$ cat src/rtl/clock_division_scheduler_pkg.sv
// Shared types and helpers for the clock division scheduler.
package clock_division_scheduler_pkg;

  // Handshake states: IDLE accepts a request, APPLY is the single busy cycle
  // in which the accepted request is written into the counters.
  typedef enum logic {
    ST_IDLE  = 1'b0,
    ST_APPLY = 1'b1
  } state_e;

  // Width of a channel index, never narrower than one bit.
  function automatic int chBits(input int n);
    int w;
    w = 1;
    while ((1 << w) < n) begin
      w++;
    end
    return w;
  endfunction

endpackage

$ cat src/rtl/tick_channel_counter.sv
// One tick channel: holds its period (top), counts base ticks and emits a
// one-cycle tick each time the count wraps. A top of zero disables it.
module tick_channel_counter #(
  parameter int BITS = 16
) (
  input  logic            i_clock,
  input  logic            i_reset,
  input  logic            i_base_tick,
  input  logic            i_clear,
  input  logic            i_load,
  input  logic [BITS-1:0] i_top,
  output logic            o_tick
);

  logic [BITS-1:0] top_q, top_d;
  logic [BITS-1:0] count_q, count_d;
  logic            tick_q, tick_d;

  // Next-state: a clear wins over counting so a base tick landing on a
  // reconfiguration never advances the freshly restarted count.
  always_comb begin
    top_d   = i_load ? i_top : top_q;
    count_d = count_q;
    tick_d  = 1'b0;
    if (i_clear || (top_q == '0)) begin
      count_d = BITS'(1);
    end else if (i_base_tick) begin
      if (count_q == top_q) begin
        count_d = BITS'(1);
        tick_d  = 1'b1;
      end else begin
        count_d = count_q + BITS'(1);
      end
    end
  end

  // State registers with synchronous reset to a disabled channel.
  always_ff @(posedge i_clock) begin
    if (i_reset) begin
      top_q   <= '0;
      count_q <= BITS'(1);
      tick_q  <= 1'b0;
    end else begin
      top_q   <= top_d;
      count_q <= count_d;
      tick_q  <= tick_d;
    end
  end

  assign o_tick = tick_q;

endmodule

$ cat src/rtl/clock_division_scheduler.sv
// Multi-channel tick scheduler: one shared prescaler produces base ticks,
// each channel divides the base tick by its own top value.
module clock_division_scheduler
  import clock_division_scheduler_pkg::*;
#(
  parameter int  CHANNELS = 4,
  parameter int  BITS     = 16,
  localparam int CH_BITS  = chBits(CHANNELS)
) (
  input  logic                i_clock,
  input  logic                i_reset,
  input  logic                i_prescale_valid,
  input  logic [BITS-1:0]     i_prescale,
  input  logic                i_cfg_valid,
  input  logic [CH_BITS-1:0]  i_cfg_channel,
  input  logic [BITS-1:0]     i_cfg_top,
  output logic                o_cfg_ready,
  output logic [CHANNELS-1:0] o_tick,
  output logic                o_base_tick
);

  state_e               state_q;
  logic                 ready_q;
  logic                 pendPrescale_q;
  logic [CH_BITS-1:0]   pendChannel_q;
  logic [BITS-1:0]      pendValue_q;

  logic [BITS-1:0]      prescale_q, prescale_d;
  logic [BITS-1:0]      base_q, base_d;
  logic                 baseTick_q, baseTick_d;

  logic                 accept;
  logic                 acceptPrescale;
  logic                 acceptCfg;
  logic                 applyPrescale;
  logic                 applyCfg;
  logic [CHANNELS-1:0]  clearVec;
  logic [CHANNELS-1:0]  loadVec;

  assign accept         = (state_q == ST_IDLE) && ready_q && (i_prescale_valid || i_cfg_valid);
  assign acceptPrescale = accept && i_prescale_valid;
  assign acceptCfg      = accept && !i_prescale_valid && i_cfg_valid;
  assign applyPrescale  = (state_q == ST_APPLY) && pendPrescale_q;
  assign applyCfg       = (state_q == ST_APPLY) && !pendPrescale_q;

  // Handshake FSM: latch the winning request on acceptance, spend one busy
  // cycle applying it, then reopen. Prescale beats cfg when both are valid.
  always_ff @(posedge i_clock) begin
    if (i_reset) begin
      state_q        <= ST_IDLE;
      ready_q        <= 1'b0;
      pendPrescale_q <= 1'b0;
      pendChannel_q  <= '0;
      pendValue_q    <= '0;
    end else if (state_q == ST_IDLE) begin
      ready_q <= 1'b1;
      if (accept) begin
        state_q        <= ST_APPLY;
        ready_q        <= 1'b0;
        pendPrescale_q <= i_prescale_valid;
        pendChannel_q  <= i_cfg_channel;
        pendValue_q    <= i_prescale_valid ? i_prescale : i_cfg_top;
      end
    end else begin
      state_q <= ST_IDLE;
      ready_q <= 1'b1;
    end
  end

  // Shared base counter next-state: wraps at P and flags a base tick,
  // stays frozen while P is zero, restarts when a new P is applied.
  always_comb begin
    prescale_d = prescale_q;
    base_d     = base_q;
    baseTick_d = 1'b0;
    if (applyPrescale) begin
      prescale_d = pendValue_q;
      base_d     = BITS'(1);
    end else if (prescale_q != '0) begin
      if (base_q == prescale_q) begin
        base_d     = BITS'(1);
        baseTick_d = 1'b1;
      end else begin
        base_d = base_q + BITS'(1);
      end
    end
  end

  // Shared base counter registers.
  always_ff @(posedge i_clock) begin
    if (i_reset) begin
      prescale_q <= '0;
      base_q     <= BITS'(1);
      baseTick_q <= 1'b0;
    end else begin
      prescale_q <= prescale_d;
      base_q     <= base_d;
      baseTick_q <= baseTick_d;
    end
  end

  // Per-channel control: targets are cleared both on the accepting edge
  // (so their tick is silent during the busy cycle) and on the apply edge.
  // Out-of-range channel indices match no channel and change nothing.
  always_comb begin
    clearVec = '0;
    loadVec  = '0;
    for (int k = 0; k < CHANNELS; k++) begin
      if (acceptPrescale || applyPrescale) begin
        clearVec[k] = 1'b1;
      end
      if (acceptCfg && (int'(i_cfg_channel) == k)) begin
        clearVec[k] = 1'b1;
      end
      if (applyCfg && (int'(pendChannel_q) == k)) begin
        clearVec[k] = 1'b1;
        loadVec[k]  = 1'b1;
      end
    end
  end

  for (genvar k = 0; k < CHANNELS; k++) begin : gChannel
    tick_channel_counter #(
      .BITS(BITS)
    ) uChannel (
      .i_clock     (i_clock),
      .i_reset     (i_reset),
      .i_base_tick (baseTick_q),
      .i_clear     (clearVec[k]),
      .i_load      (loadVec[k]),
      .i_top       (pendValue_q),
      .o_tick      (o_tick[k])
    );
  end

  assign o_cfg_ready = ready_q;
  assign o_base_tick = baseTick_q;

endmodule
$ cat config.mk
export PLATFORM = sky130hd
export DESIGN_NAME = clock_division_scheduler
export DESIGN_NICKNAME = d
export VERILOG_FILES = /design/src/rtl/clock_division_scheduler_pkg.sv /design/src/rtl/tick_channel_counter.sv /design/src/rtl/clock_division_scheduler.sv
export SDC_FILE = /design/constraint.sdc
export NUM_CORES = 1
export LEC_CHECK = 0
export CAP_MARGIN = 40
export CORE_MARGIN = 3
export CORE_UTILIZATION = 40
export DETAILED_ROUTE_END_ITERATION = 10
export HOLD_SLACK_MARGIN = 0.02
export PLACE_DENSITY = 0.66
export SYNTH_ARGS = -nofsm -noshare
export SYNTH_HDL_FRONTEND = slang
export SYNTH_SLANG_ARGS = --single-unit
$ cat constraint.sdc
create_clock -name i_clock -period 5.56 [get_ports i_clock]
set_input_delay 1.668 -clock i_clock [delete_from_list [all_inputs] [get_ports i_clock]]
set_output_delay 1.668 -clock i_clock [all_outputs]
set_load 0.02 [all_outputs]
==> flow_metrics.tcl <==
set metrics [dict create \
    status "finished, final reports clean" \
    dp.cells 1250 \
    async_reset_ff_frac 0 \
    place_ws_ns 1.52 \
    drc_errors 0 \
    worstPathRequired_ns 5.85 \
    first_pass_iters 7 \
    place_hpwl_um 13600 \
    period_minus_slack_ns 3.62 \
    yosysWarnings 0 \
    cts_tree "built" \
    ir_drop_mv 0.221 \
    r2r_setup_slack_ns 3.11 \
    grt_usage 0.179 \
    tns_ns 0 \
    seqCellArea_um2 3720 \
    areaGrowthSynthToFinish_pct 14.2 \
    cts_hold_buf 0 \
    cellLeakagePower_nw 3.24 \
    cp-end-kind "flop" \
    drt_iter0_drc 468 \
    drt-total-wl_um 19700 \
    syn_avg_cell_area_um2 8.51 \
    root_buffer "clkbuf_16" \
    holdCritPathClass "flop to flop" \
    yosysSeqAreaShare 0.445 \
    fmax_ghz 0.276 \
    final_util 0.469 \
    max_slew_margin 0.415 \
    grt_pass1_vias 6274 \
    synth_seq_cells 186 \
    dr_total_vias 6701 \
    synthCells 983 \
    drt-met1-wl_um 9660 \
    place_area_um2 8930 \
    io_pins 44 \
    gp_congestion 0.818 \
    critPathKind "input port to flop" \
    final_area_um2 9550 \
    die_area_um2 22700 \
    synth_area_um2 8360 \
    postCtsSetupBuffers 0 \
    start_util 0.411 \
    drive_gt1_frac 0.0514 \
    grt_overflow_total 0 \
    synth_top_cells_by_count "193 x nand2_1, 186 x dfxtp_1, 105 x nor2_1" \
    clock-sinks 186 \
    finalClockSkew_ns 0.0134 \
    arrival_ns 3.91 \
    cap_violations 0 \
    rsz0062_at_grt "false" \
    ys.flop_type "dfxtp_1" \
    wl_met3_um 878 \
    grt_max_degree 55 \
    slowest_stage "clkdlybuf4s50_1" \
    nets 1042 \
    stdcell_count 1282 \
    clock_path_buffers 2 \
    wl_per_cell_um 15.4 \
    fin_hold_ws_ns 0.487 \
    synth_top_area_share 0.445 \
    power.density_nw_per_um2 291 \
    worstPathMaxFanout 16 \
    grt_antenna_before_repair 0 \
    worst_slew_pin_slew_ns 0.871 \
    grt_pass1_wl_um 32300 \
    multi_input_area_um2 4330 \
    crit_path_max_incr_delay_ns 0.60 \
    synth_edf_count 0 \
    synth_top_cell_by_area "dfxtp_1" \
    yosysMostFrequentCell "nand2_1" \
    final.setup.worst_slack_ns 1.94 \
    maxUsedRoutingLayer "met4" \
    n_fill_cell 1974 \
    setup_viol 0 \
    worstSetupStartpointType "input port" \
    finalHoldViolations 0 \
    die_h_um 151 \
    core_area_um2 20400 \
    drtAntennaViolNets 0 \
    slew_violations 0 \
    cts.htree.levels 4 \
    rows 52 \
    ys_types 45 \
    die_w_um 151 \
    route.met2.wl_um 8790 \
    synth_nets 1026 \
    min_period_over_period 0.651 \
    cts_buffers 17 \
    antenna_cells 0 \
    synth.area.top_cells "dfxtp_1 45%, nand2_1 8.7%, xor2_1 8.4%" \
    worstSkewPairLatency_ns 0.44 \
    cts_resized 0 \
    critical_path.cell_chain "clkdlybuf4s50_1 > nor4bb_1 > nand2b_1 > o2111ai_1 > a41o_1 > nor2_1" \
    numPortBuffers 43 \
    path_clk_slew_ns 0.07 \
    viasPerCell 5.23 \
    finalPower_mw 2.78 \
]
## cell usage in the layout, fill, tap and decap left out, drive strengths merged, types with 2 or more instances in the layout
cell type	n
o21ai	2
and4	6
ha	5
clkinv	4
or2	2
buf	8
mux2i	6
nand3	23
a21oi	82
nor4	32
nand2	193
bufinv	3
dfxtp	186
nand4	47
nor2b	5
clkbuf	17
xor2	80
and3	9
nand2b	6
nor3	6
nand3b	2
a221oi	8
inv	20
nor2	105
a41o	2
clkdlybuf4s50	42
nor3b	8
xnor2	74
nor4bb	3
a222oi	8
o2111ai	4
and2	4
or3	2
## cell families (layout without fill, tap and decap cells)
logic type | after synthesis | after routing | synth area share
AND/OR/NAND/NOR | 456 | 456 | 0.258
flip-flops | 186 | 186 | 0.445
XOR/XNOR | 154 | 154 | 0.161
AO/OA/AOI/OAI | 111 | 111 | 0.0836
buffers and inverters | 65 | 94 | 0.0370
multiplexers | 6 | 6 | 0.00718
adder cells (fa/ha/maj) | 5 | 5 | 0.00748
## where the power goes
part | internal [mW] | switching (mW) | leakage, nW
combinational | 0.0527 | 0.0585 | 1.43
sequential | 1.35 | 0.0357 | 1.50
clock | 0.726 | 0.559 | 0.309
total | 2.12 | 0.653 | 3.24
## layout make-up
cell class                      instances  area share
Sequential cell                       186       0.390
Inverter                               12     0.00471
Multi-Input combinational cell        732       0.453
Clock buffer                           17      0.0445
Timing Repair Buffer                   50      0.0513
Clock inverter                         15      0.0211
Tap cell                              270      0.0354
## worst paths after layout
| kind | cells after the start | end | startpoint |
|---|---|---|---|
| max | 6 | gChannel[1].uChannel.count_q[12]$_SDFFE_PP0P_ | i_prescale_valid |
| min reg2reg | 2 | gChannel[1].uChannel.top_q[0]$_SDFFE_PP0P_ | gChannel[1].uChannel.top_q[0]$_SDFFE_PP0P_ |
| max reg2reg | 5 | gChannel[1].uChannel.count_q[12]$_SDFFE_PP0P_ | state_q$_SDFF_PP0_ |
| min | 2 | gChannel[1].uChannel.top_q[0]$_SDFFE_PP0P_ | gChannel[1].uChannel.top_q[0]$_SDFFE_PP0P_ |
## routing by layer
metal | up-vias | track usage
met5 | - | 0
met4 | 0 | 0.0644
met3 | 31 | 0.0310
met2 | 165 | 0.273
met1 | 3130 | 0.253
li1 | 3375 | -
## worst max-delay path, delay by kind of cell
family | cells | cell delay, ns
AO/OA/AOI/OAI | 2 | 0.81
buffers and inverters | 1 | 0.60
AND/OR/NAND/NOR | 3 | 0.83
## flip-flops by register name, summed over array words and instances (netlist names), 2 cells and up
| signal | count |
|---|---|
| gChannel.uChannel.count_q | 64 |
| gChannel.uChannel.top_q | 64 |
| base_q | 16 |
| pendValue_q | 16 |
| prescale_q | 16 |
| gChannel.uChannel.o_tick | 4 |
| pendChannel_q | 2 |
No activity file was read; power rests on OpenSTA's default activity.
